$ cat src/rtl/mmio_uart_tx_if.sv
// Core data-memory port as seen by a memory-mapped peripheral.
// The core drives the strobes, address and store data; the peripheral answers with sel/rdata.
interface mmio_uart_tx_if #(
   parameter int WIDTH = 32
);
   logic             memwrite;
   logic             memread;
   logic [WIDTH-1:0] addr;
   logic [WIDTH-1:0] writedata;
   logic [WIDTH-1:0] rdata;
   logic             sel;

   modport master (
      output memwrite, memread, addr, writedata,
      input  rdata, sel
   );

   modport slave (
      input  memwrite, memread, addr, writedata,
      output rdata, sel
   );
endinterface

$ cat src/rtl/mmio_uart_tx.sv
// Memory-mapped 8N1 UART transmitter: TXDATA pushes bytes into a small FIFO,
// STATUS reports {overflow, full, busy}; frames go out LSB first, back to back.
module mmio_uart_tx #(
   parameter int               WIDTH        = 32,
   parameter logic [WIDTH-1:0] BASE_ADDR    = 32'hFFFF0000,
   parameter int               CLKS_PER_BIT = 16,
   parameter int               FIFO_DEPTH   = 4
) (
   input  logic             clk,
   input  logic             reset,
   mmio_uart_tx_if.slave    bus,
   output logic             tx,
   output logic             busy
);
   localparam int PW = $clog2(FIFO_DEPTH);
   localparam int CW = PW + 1;
   localparam int BW = $clog2(CLKS_PER_BIT);
   localparam logic [CW-1:0] DEPTH_C  = CW'(FIFO_DEPTH);
   localparam logic [BW-1:0] BIT_LAST = BW'(CLKS_PER_BIT - 1);

   localparam logic [1:0] ST_IDLE  = 2'd0;
   localparam logic [1:0] ST_START = 2'd1;
   localparam logic [1:0] ST_DATA  = 2'd2;
   localparam logic [1:0] ST_STOP  = 2'd3;

   logic [7:0]    fifo_mem [FIFO_DEPTH];
   logic [PW-1:0] wr_ptr_reg, rd_ptr_reg;
   logic [CW-1:0] count_reg;
   logic          overflow_reg;
   logic [1:0]    state_reg, state_next;
   logic [BW-1:0] bitcnt_reg, bitcnt_next;
   logic [2:0]    bitidx_reg, bitidx_next;
   logic [7:0]    shift_reg, shift_next;
   logic          tx_reg, tx_next;

   logic wr_txdata, wr_status, full, empty, push, pop;
   logic [2:0] status;
   logic unused_bits;

   assign bus.sel   = (bus.addr[WIDTH-1:3] == BASE_ADDR[WIDTH-1:3]);
   assign wr_txdata = bus.sel & bus.memwrite & ~bus.addr[2];
   assign wr_status = bus.sel & bus.memwrite & bus.addr[2];
   assign full      = (count_reg == DEPTH_C);
   assign empty     = (count_reg == '0);
   // Full is judged on the registered count, so a same-edge pop never rescues a push.
   assign push      = wr_txdata & ~full;
   assign busy      = (state_reg != ST_IDLE) | ~empty;
   assign status    = {overflow_reg, full, busy};
   assign bus.rdata = (bus.sel & bus.memread & bus.addr[2]) ?
                      {{(WIDTH-3){1'b0}}, status} : '0;
   assign tx        = tx_reg;
   assign unused_bits = ^{bus.addr[1:0], bus.writedata[WIDTH-1:8]};

   always_comb begin
      state_next  = state_reg;
      bitcnt_next = bitcnt_reg;
      bitidx_next = bitidx_reg;
      shift_next  = shift_reg;
      pop         = 1'b0;
      case (state_reg)
         ST_IDLE: begin
            if (!empty) begin
               pop        = 1'b1;
               shift_next = fifo_mem[rd_ptr_reg];
               state_next = ST_START;
               bitcnt_next = '0;
            end
         end
         ST_START: begin
            if (bitcnt_reg == BIT_LAST) begin
               bitcnt_next = '0;
               bitidx_next = '0;
               state_next  = ST_DATA;
            end else begin
               bitcnt_next = bitcnt_reg + 1'b1;
            end
         end
         ST_DATA: begin
            if (bitcnt_reg == BIT_LAST) begin
               bitcnt_next = '0;
               shift_next  = {1'b0, shift_reg[7:1]};
               if (bitidx_reg == 3'd7) begin
                  state_next = ST_STOP;
               end else begin
                  bitidx_next = bitidx_reg + 1'b1;
               end
            end else begin
               bitcnt_next = bitcnt_reg + 1'b1;
            end
         end
         default: begin
            if (bitcnt_reg == BIT_LAST) begin
               bitcnt_next = '0;
               // Chain the next queued byte straight into a start bit.
               if (!empty) begin
                  pop        = 1'b1;
                  shift_next = fifo_mem[rd_ptr_reg];
                  state_next = ST_START;
               end else begin
                  state_next = ST_IDLE;
               end
            end else begin
               bitcnt_next = bitcnt_reg + 1'b1;
            end
         end
      endcase
   end

   always_comb begin
      tx_next = 1'b1;
      case (state_next)
         ST_START: tx_next = 1'b0;
         ST_DATA:  tx_next = shift_next[0];
         default:  tx_next = 1'b1;
      endcase
   end

   always_ff @(posedge clk) begin
      if (push) begin
         fifo_mem[wr_ptr_reg] <= bus.writedata[7:0];
      end
   end

   always_ff @(posedge clk) begin
      if (reset) begin
         wr_ptr_reg   <= '0;
         rd_ptr_reg   <= '0;
         count_reg    <= '0;
         overflow_reg <= 1'b0;
         state_reg    <= ST_IDLE;
         bitcnt_reg   <= '0;
         bitidx_reg   <= '0;
         shift_reg    <= '0;
         tx_reg       <= 1'b1;
      end else begin
         wr_ptr_reg <= wr_ptr_reg + PW'(push);
         rd_ptr_reg <= rd_ptr_reg + PW'(pop);
         count_reg  <= count_reg + CW'(push) - CW'(pop);
         if (wr_txdata && full) begin
            overflow_reg <= 1'b1;
         end else if (wr_status && bus.writedata[2]) begin
            overflow_reg <= 1'b0;
         end
         state_reg  <= state_next;
         bitcnt_reg <= bitcnt_next;
         bitidx_reg <= bitidx_next;
         shift_reg  <= shift_next;
         tx_reg     <= tx_next;
      end
   end
endmodule

$ cat src/flat_wrapper.sv
// flat-port wrapper written by rule: the top's interface ports become plain ports
module mmio_uart_tx_flat 
#(
   parameter int               WIDTH        = 32,
   parameter logic [WIDTH-1:0] BASE_ADDR    = 32'hFFFF0000,
   parameter int               CLKS_PER_BIT = 16,
   parameter int               FIFO_DEPTH   = 4
)
  (clk, reset, tx, busy, bus_memwrite, bus_memread, bus_addr, bus_writedata, bus_rdata, bus_sel);
  mmio_uart_tx_if #(.WIDTH(WIDTH)) bus_i ();
  input  logic clk;
  input  logic reset;
  output logic tx;
  output logic busy;
  input wire logic [$bits(bus_i.memwrite)-1:0] bus_memwrite;
  input wire logic [$bits(bus_i.memread)-1:0] bus_memread;
  input wire logic [$bits(bus_i.addr)-1:0] bus_addr;
  input wire logic [$bits(bus_i.writedata)-1:0] bus_writedata;
  output wire logic [$bits(bus_i.rdata)-1:0] bus_rdata;
  output wire logic [$bits(bus_i.sel)-1:0] bus_sel;
  assign bus_i.memwrite = bus_memwrite;
  assign bus_i.memread = bus_memread;
  assign bus_i.addr = bus_addr;
  assign bus_i.writedata = bus_writedata;
  assign bus_rdata = bus_i.rdata;
  assign bus_sel = bus_i.sel;
  mmio_uart_tx #(.WIDTH(WIDTH), .BASE_ADDR(BASE_ADDR), .CLKS_PER_BIT(CLKS_PER_BIT), .FIFO_DEPTH(FIFO_DEPTH)) u_core (.clk(clk), .reset(reset), .bus(bus_i), .tx(tx), .busy(busy));
endmodule
$ cat config.mk
export PLATFORM = sky130hd
export DESIGN_NAME = mmio_uart_tx_flat
export DESIGN_NICKNAME = d
export VERILOG_FILES = /design/src/rtl/mmio_uart_tx_if.sv /design/src/rtl/mmio_uart_tx.sv /design/src/flat_wrapper.sv
export SDC_FILE = /design/constraint.sdc
export NUM_CORES = 1
export LEC_CHECK = 0
export ABC_AREA = 1
export CORE_ASPECT_RATIO = 1.1
export CORE_MARGIN = 1
export CORE_UTILIZATION = 48
export DETAILED_ROUTE_END_ITERATION = 12
export GPL_ROUTABILITY_DRIVEN = 1
export PLACE_DENSITY = 0.85
export SYNTH_ARGS = -nofsm -noshare
export SYNTH_HDL_FRONTEND = slang
export SYNTH_SLANG_ARGS = --single-unit
export TNS_END_PERCENT = 10
$ cat constraint.sdc
create_clock -name clk -period 4.1 [get_ports clk]
set_input_delay 0.41 -clock clk [delete_from_list [all_inputs] [get_ports clk]]
set_output_delay 0.41 -clock clk [all_outputs]
set_load 0.005 [all_outputs]
Yosys cells after proc, flatten, opt, wreduce, memory -nomap -nowiden. Memories as Yosys holds them, arrays and structs flattened. A register that Yosys moved wholly into a read port is not among the register bits. Index checks and enable logic that the tools add are counted.

Memory bits (writable): 32. Register bits: 26. Output and inout bits: 35. Word-level logic and storage cells: 79. Memories: 1.

Memories: u_core.fifo_mem (depth 4, width 8, rd ports 1, clocked after memory_dff 1, wr ports 1, RTL line mmio_uart_tx.sv:26) `logic [7:0] fifo_mem [FIFO_DEPTH];`.

Reductions and logical operators: 11. Add/subtract/negate cells: 6. Multiplexer cells: 28. Eq/ne operators: 12. Bitwise operators: 11.

Operators with widths (number): $eq A29 B29 Y1 const B (1); $mux W8 (3); $pmux W8 S3 (1); $mux W2 (6); $mux W3 (4); $mux W4 (3); $reduce_bool A2 Y1 (4); $mux W1 (7); $and A1 B1 Y1 (6); $eq A3 B3 Y1 const B (2); $pmux W2 S3 (1); $pmux W3 S2 (1); $add A2 B1 Y2 (2); $add A4 B1 Y4 const B (1); $eq A2 B1 Y1 const B (2); $eq A2 B2 Y1 const B (2); $eq A4 B4 Y1 const B (1); $ne A2 B1 Y1 const B (2); $ne A2 B2 Y1 const B (2); $not A1 Y1 (4); $pmux W1 S2 (2); $reduce_and A4 Y1 (1); $add A3 B1 Y3 (1); $add A3 B1 Y3 const B (1); 7 further kinds (8).

Depth between registers and ports, before layout. Gate-level depths: netlist of run 1.

Depth after elaboration: 6. Depth in mapped cells: 11. Gate-level depth less buffers: 11.

Least setup slack after synthesis of run 1. No wires, ideal clock.

Path type: register -> register. Start: register u_core.bitcnt_reg[0]. End: register u_core.count_reg[1]. Path slack: 1963 ps. Arrival: 2009 ps. Period minus slack after synthesis: 2137 ps. Buffers on the path: 0. Cell stages (with the launch flop): 12. Cell sequence: dfxtp_1 -> ha_1 -> nand3_4 -> nand2_2 -> inv_2 -> nor3_4 -> ha_1 -> inv_1 -> ha_1 -> fa_1 -> inv_1 -> nor2_1.

Longest elaborated chain between the ends: 4.

RTL lines: from (decl) (RTL line mmio_uart_tx.sv:31) `logic [BW-1:0] bitcnt_reg, bitcnt_next;`; from (signal assigned) (RTL line mmio_uart_tx.sv:145) `bitcnt_reg <= bitcnt_next;`; $eq A4 B4 Y1 (RTL line mmio_uart_tx.sv:92) `if (bitcnt_reg == BIT_LAST) begin`; $mux W1 (RTL line mmio_uart_tx.sv:92); $pmux W1 S2 (RTL line mmio_uart_tx.sv:60) `case (state_reg)`; $sub A3 B1 Y3 (RTL line mmio_uart_tx.sv:138) `count_reg <= count_reg + CW'(push) - CW'(pop);`; to (signal assigned) (RTL line mmio_uart_tx.sv:138); to (decl) (RTL line mmio_uart_tx.sv:28) `logic [CW-1:0] count_reg;`.

No other way between the ends. A chain may end at the register's enable or synchronous reset.

Worst setup path after layout of run 1.
Start: input port bus_addr[16]. End: output port bus_rdata[1].

Longest elaborated chain between the ends: 4.

RTL lines: from (decl) (RTL line flat_wrapper.sv:17) `input wire logic [$bits(bus_i.addr)-1:0] bus_addr;`; $eq A29 B29 Y1 (RTL line mmio_uart_tx.sv:40) `assign bus.sel = (bus.addr[WIDTH-1:3] == BASE_ADDR[WIDTH-1:3]);`; $and A1 B1 Y1 (2 in a row) (RTL line mmio_uart_tx.sv:49) `assign bus.rdata = (bus.sel & bus.memread & bus.addr[2]) ?`; $mux W3 (RTL line mmio_uart_tx.sv:49); to (decl) (RTL line flat_wrapper.sv:19) `output wire logic [$bits(bus_i.rdata)-1:0] bus_rdata;`.

No other way between the ends.

==> results of run 1 <==
layout make-up:
class / instances / share of cell area
Timing Repair Buffer: 47 / 0.133
Tap cell: 77 / 0.0272
Multi-Input combinational cell: 228 / 0.318
Sequential cell: 58 / 0.419
Clock inverter: 7 / 0.0294
Inverter: 36 / 0.0382
Clock buffer: 9 / 0.0350
path summary, 6_finish.rpt:
path	start	to	slack, ns	depth (start not counted)
setup reg to reg	u_core.bitcnt_reg[0]$_SDFFE_PP0P_	u_core.count_reg[1]$_SDFF_PP0_	1.63	11
hold / removal	u_core.overflow_reg$_SDFFE_PP0P_	u_core.overflow_reg$_SDFFE_PP0P_	0.47	2
setup / recovery	bus_addr[16]	bus_rdata[1]	1.43	10
hold reg to reg	u_core.overflow_reg$_SDFFE_PP0P_	u_core.overflow_reg$_SDFFE_PP0P_	0.47	2
critical path: stages:
cell and delay, ns:
clkdlybuf4s50_1 0.49, inv_1 0.04, nor2_1 0.07, nand2_1 0.06, nor2_1 0.11, nand2_1 0.08, nor2_1 0.18, nand3_1 0.17
nor2_1 0.14, clkdlybuf4s50_1 0.52
through the flow:
stage               power [mW]  hold slack [ns]  utilization  setup WS (ns)  instances
floorplan                 1.08            0.444            -           1.96        357
global placement          1.19            0.453        0.574           1.53        446
CTS                       1.81            0.475        0.613           1.43        462
detailed placement        1.22            0.464        0.574           1.45        446
finish                    1.80            0.475        0.613           1.43        462
global route              1.91            0.486        0.613           1.20        462
synth_stat cells:
| cell type | n |
|---|---|
| nor2_1 | 51 |
| buf_2 | 4 |
| o21a_1 | 1 |
| inv_2 | 2 |
| a32o_1 | 1 |
| conb_1 | 1 |
| fa_1 | 1 |
| o21bai_1 | 1 |
| nand3_2 | 1 |
| ha_1 | 7 |
| nand3_1 | 10 |
| nor2_2 | 2 |
| clkbuf_1 | 2 |
| xor2_1 | 3 |
| o21ai_0 | 18 |
| nor3_1 | 2 |
| nand2_2 | 2 |
| xnor2_1 | 2 |
| nor3b_1 | 5 |
| nand3_4 | 1 |
| o22ai_1 | 2 |
| a21oi_1 | 21 |
| buf_4 | 29 |
| inv_1 | 34 |
| nand4_1 | 2 |
| nand2_1 | 60 |
| dfxtp_1 | 26 |
| edfxtp_1 | 32 |
| nor3_4 | 1 |
| nand3b_1 | 3 |
| a211oi_1 | 2 |
logic make-up (layout without fill, tap and decap cells):
kind of cell	count (synthesis)	in the layout
compound gates	46	46
xor+xnor	5	5
fa+ha+maj	8	8
buf+inv	71	99
flops	58	58
other cells	1	29
simple gates	140	140
per-layer routing:
| metal | track usage | wire length (um) | up-vias |
|---|---|---|---|
| li1 | - | - | 1120 |
| met1 | 0.216 | 2170 | 983 |
| met2 | 0.349 | 2880 | 79 |
| met3 | 0.0498 | 286 | 11 |
| met4 | 0.109 | 114 | 0 |
| met5 | 0 | 0 | - |
power breakdown:
group,internal [mW],switching [mW]
clock,0.347,0.250
sequential,0.673,0.0566
combinational,0.201,0.274
total,1.22,0.581
==> impl_metrics.toml, run 1 <==
[sta]
hold_violations = 0
setup_violations = 0
period_share = 0.652
fin_crit_ns = 2.67
rsz0062_at_grt = "false"
tns_ns = 0
fin_skew_ns = 0.00685
fmax_mhz = 374
drv_slew = 0
slew-limit-headroom = 0.489
tightest_slew_ns = 0.764

[clock_tree]
cts_setup_buffers = 0
postCtsHoldBufs = 0
clk_pin_slew_ns = 0.07
htree_levels = 3
cts-root-buf = "clkbuf_8"
clk_latency_ns = 0.35
cts_repair_resize_count = 0
cts.sinks = 58
cts_made_buffers = 9
cts_tree = "yes"
cts_buffer_depth = 2

[grt]
gr-total-overflow = 0
grt_pass1_vias = 2187
grt_usage = 0.202
antenna_found_initial = 0
grt_pass1_wl_um = 9360
grt_max_degree = 19

[worst_setup_path]
path_class = "in2out"
cp_data_arrival_time_ns = 2.26
end_kind = "output port"
cp_data_required_time_ns = 3.69
cp_max_fo = 3
cp-start-kind = "input pin"

[layout]
layout_common_cells = "nand2_1, nor2_1, clkdlybuf4s50_1"
finalInstanceArea_um2 = 3540
regArea_um2 = 1480
largest_reg_flops = 32
final_common_cell = "nand2_1"
multi_input_area_um2 = 1130
fillers = 481
n_antenna_cell = 0
area_delta_synth_final_pct = 22.7
final_nets = 456
drive_gt1_frac = 0.0649

[floorplan]
die_h_um = 83.3
chipWidth_um = 75.9
dieArea_um2 = 6320
initial_core_util = 0.500
num_io_pins = 103
rows = 29
coreArea_um2 = 5770

[detailed_routing]
wire_per_inst_um = 11.8
vias = 2193
drt_wl_total_um = 5450
drc = 0
drtIter0Drc = 133
vias_per_cell = 4.75
ant_nets = 0
drt-pass1-iter-count = 4

[worst_hold_path]
hp-class = "reg2reg"

[yosys]
synth.top_cell.area_share = 0.333
yosys.area_share.adder = 0.0373
synth.yosys.warnings = 0
synthXorXnorAreaFrac = 0.0152
synth_area_leaders = "edfxtp_1, dfxtp_1, nand2_1"
synth.area.mux_share = 0
synth_area_um2 = 2880
seq_area_frac_synth = 0.514
yosys_register_bits = 58
syn_area_per_cell_um2 = 8.76
yosys.area.top_type = "edfxtp_1"
ys_types = 31
netlist_instances = 329
synthSimpleGateAreaFrac = 0.214
synth_top_family_by_area = "simple AND/OR/NAND/NOR gates"
synth_compound_area_frac = 0.0859

[outcome]
status = "completed"

[placed_design]
dpl.hpwl_um = 3900
routabilityCongestion = 0.790
postPlaceCellArea_um2 = 3310
portBuffers = 47

[pwr]
p_per_area_nw_per_um2 = 509
power_leakage_nw = 1.46
ir_drop_v = 0.000419

[flow_run]
drv_cap = 0
Power figures use the tool's default switching activity.
==> run 2, diff against run 1 <==
- CORE_UTILIZATION: 48 -> 45
- PLACE_DENSITY: 0.85 -> 0.8
- clock period: 4.1 -> 2.6 ns (I/O delays scaled with it)
==> impl_metrics.toml, run 2 (same netlist as run 1, synthesis figures left out) <==
[worst_setup_path]
cp_data_arrival_time_ns = 2.08
cp_data_required_time_ns = 2.34
path_cells = "clkdlybuf4s50_1 -> inv_1 -> nor2_1 -> nand2_1 -> nor2_1 -> nand2_1 -> nor2_1 -> nand3_1 -> nor2_1 -> clkdlybuf4s50_1"
cp_max_fo = 3
cp-start-kind = "input pin"
cp_slowest_cell = "clkdlybuf4s50_1"
critPathMaxStageDelay_ns = 0.52
path_class = "in2out"
end_kind = "output port"
crit_top_cell = "nor2_1"

[grt]
antenna_found_initial = 0
grt_max_degree = 19
gr-total-overflow = 0
grt_pass1_vias = 2150
grt_usage = 0.181
grt_pass1_wl_um = 9250

[sta]
tns_ns = 0
worst_slack_ns = 0.263
drv_slew = 0
period_share = 0.899
setup_violations = 0
hold_violations = 0
hold-worst-slack_ns = 0.472
fmax_mhz = 428
fin_crit_ns = 2.34
fin_skew_ns = 0.00648
rsz0062_at_grt = "false"

[placed_design]
dpl_worst_slack_ns = 0.270
placed_cells = 456
routabilityCongestion = 0.756
portBuffers = 47
dpl.hpwl_um = 3840
postPlaceCellArea_um2 = 3370

[pwr]
p_per_area_nw_per_um2 = 783
ir_drop_v = 0.000454
total_power_mw = 2.80
power_leakage_nw = 1.49

[detailed_routing]
drt-pass1-iter-count = 6
ant_nets = 0
drt_wl_total_um = 5300
vias = 2217
drc = 0
drtIter0Drc = 122
vias_per_cell = 4.70
wire_per_inst_um = 11.2

[clock_tree]
htree_levels = 3
cts_repair_resize_count = 0
cts-root-buf = "clkbuf_8"
postCtsHoldBufs = 0
clk_pin_slew_ns = 0.07
cts.sinks = 58
clk_latency_ns = 0.34
cts_tree = "yes"
cts_made_buffers = 9
cts_buffer_depth = 2
cts_setup_buffers = 0

[worst_hold_path]
hp-class = "reg2reg"

[layout]
multi_input_area_um2 = 1130
n_antenna_cell = 0
regArea_um2 = 1480
final_nets = 463
finalInstanceArea_um2 = 3570
drive_gt1_frac = 0.0765
fin_util = 0.577
final_common_cell = "nand2_1"
fillers = 540
area_delta_synth_final_pct = 24.0
fin_cells = 472
largest_reg_flops = 32
layout_common_cells = "nand2_1, nor2_1, clkdlybuf4s50_1"

[floorplan]
chipWidth_um = 78.3
initial_core_util = 0.465
rows = 30
dieArea_um2 = 6730
num_io_pins = 103
die_h_um = 85.9
coreArea_um2 = 6190

[flow_run]
drv_cap = 0

[outcome]
status = "completed"
## run 2: changes by cell type in the layout (fill, tap and decap cells not counted), sizes merged
cell,before,now
buf,0,7
clkinv,5,3
clkbuf,9,10
clkinvlp,0,1
## run 2: worst paths after layout
check / start / endpoint / depth (start not counted) / slack [ns]
worst min-delay path: u_core.bitidx_reg[2]$_SDFFE_PP0P_ / u_core.bitidx_reg[2]$_SDFFE_PP0P_ / 2 / 0.47
worst min register to register: u_core.bitidx_reg[2]$_SDFFE_PP0P_ / u_core.bitidx_reg[2]$_SDFFE_PP0P_ / 2 / 0.47
worst max register to register: u_core.bitcnt_reg[0]$_SDFFE_PP0P_ / u_core.count_reg[2]$_SDFF_PP0_ / 11 / 0.42
worst max-delay path: bus_addr[16] / bus_rdata[1] / 10 / 0.26
## run 2: report_power, final
| group | total (mW) | switching (mW) | leakage [nW] | internal [mW] |
|---|---|---|---|---|
| combinational | 0.787 | 0.453 | 0.885 | 0.333 |
| sequential | 1.13 | 0.0658 | 0.500 | 1.06 |
| clock | 0.884 | 0.351 | 0.104 | 0.533 |
| total | 2.80 | 0.870 | 1.49 | 1.93 |
## run 2: cell type report
| type | instances | area share |
|---|---|---|
| Sequential cell | 58 | 0.414 |
| Multi-Input combinational cell | 228 | 0.315 |
| Timing Repair Buffer | 54 | 0.146 |
| Inverter | 36 | 0.0378 |
| Clock buffer | 10 | 0.0357 |
| Tap cell | 80 | 0.0280 |
| Clock inverter | 6 | 0.0228 |
## run 2: critical path: cells and delay by family
family,cells,cell delay (ns)
buffers and inverters,3,1.03
and+or+nand+nor,7,0.78
## run 2: layer usage
layer,up-vias,GRT usage,share of wire
met5,-,0,0
met4,0,0.0774,0.020
met3,13,0.0564,0.043
met1,1016,0.191,0.41
li1,1129,-,-
met2,59,0.329,0.53
==> run 3, diff against run 2 <==
- GPL_ROUTABILITY_DRIVEN: 1 -> 0
==> results of run 3 <==
Same layout as run 2: the final DEF is identical, and so are final timing and power.
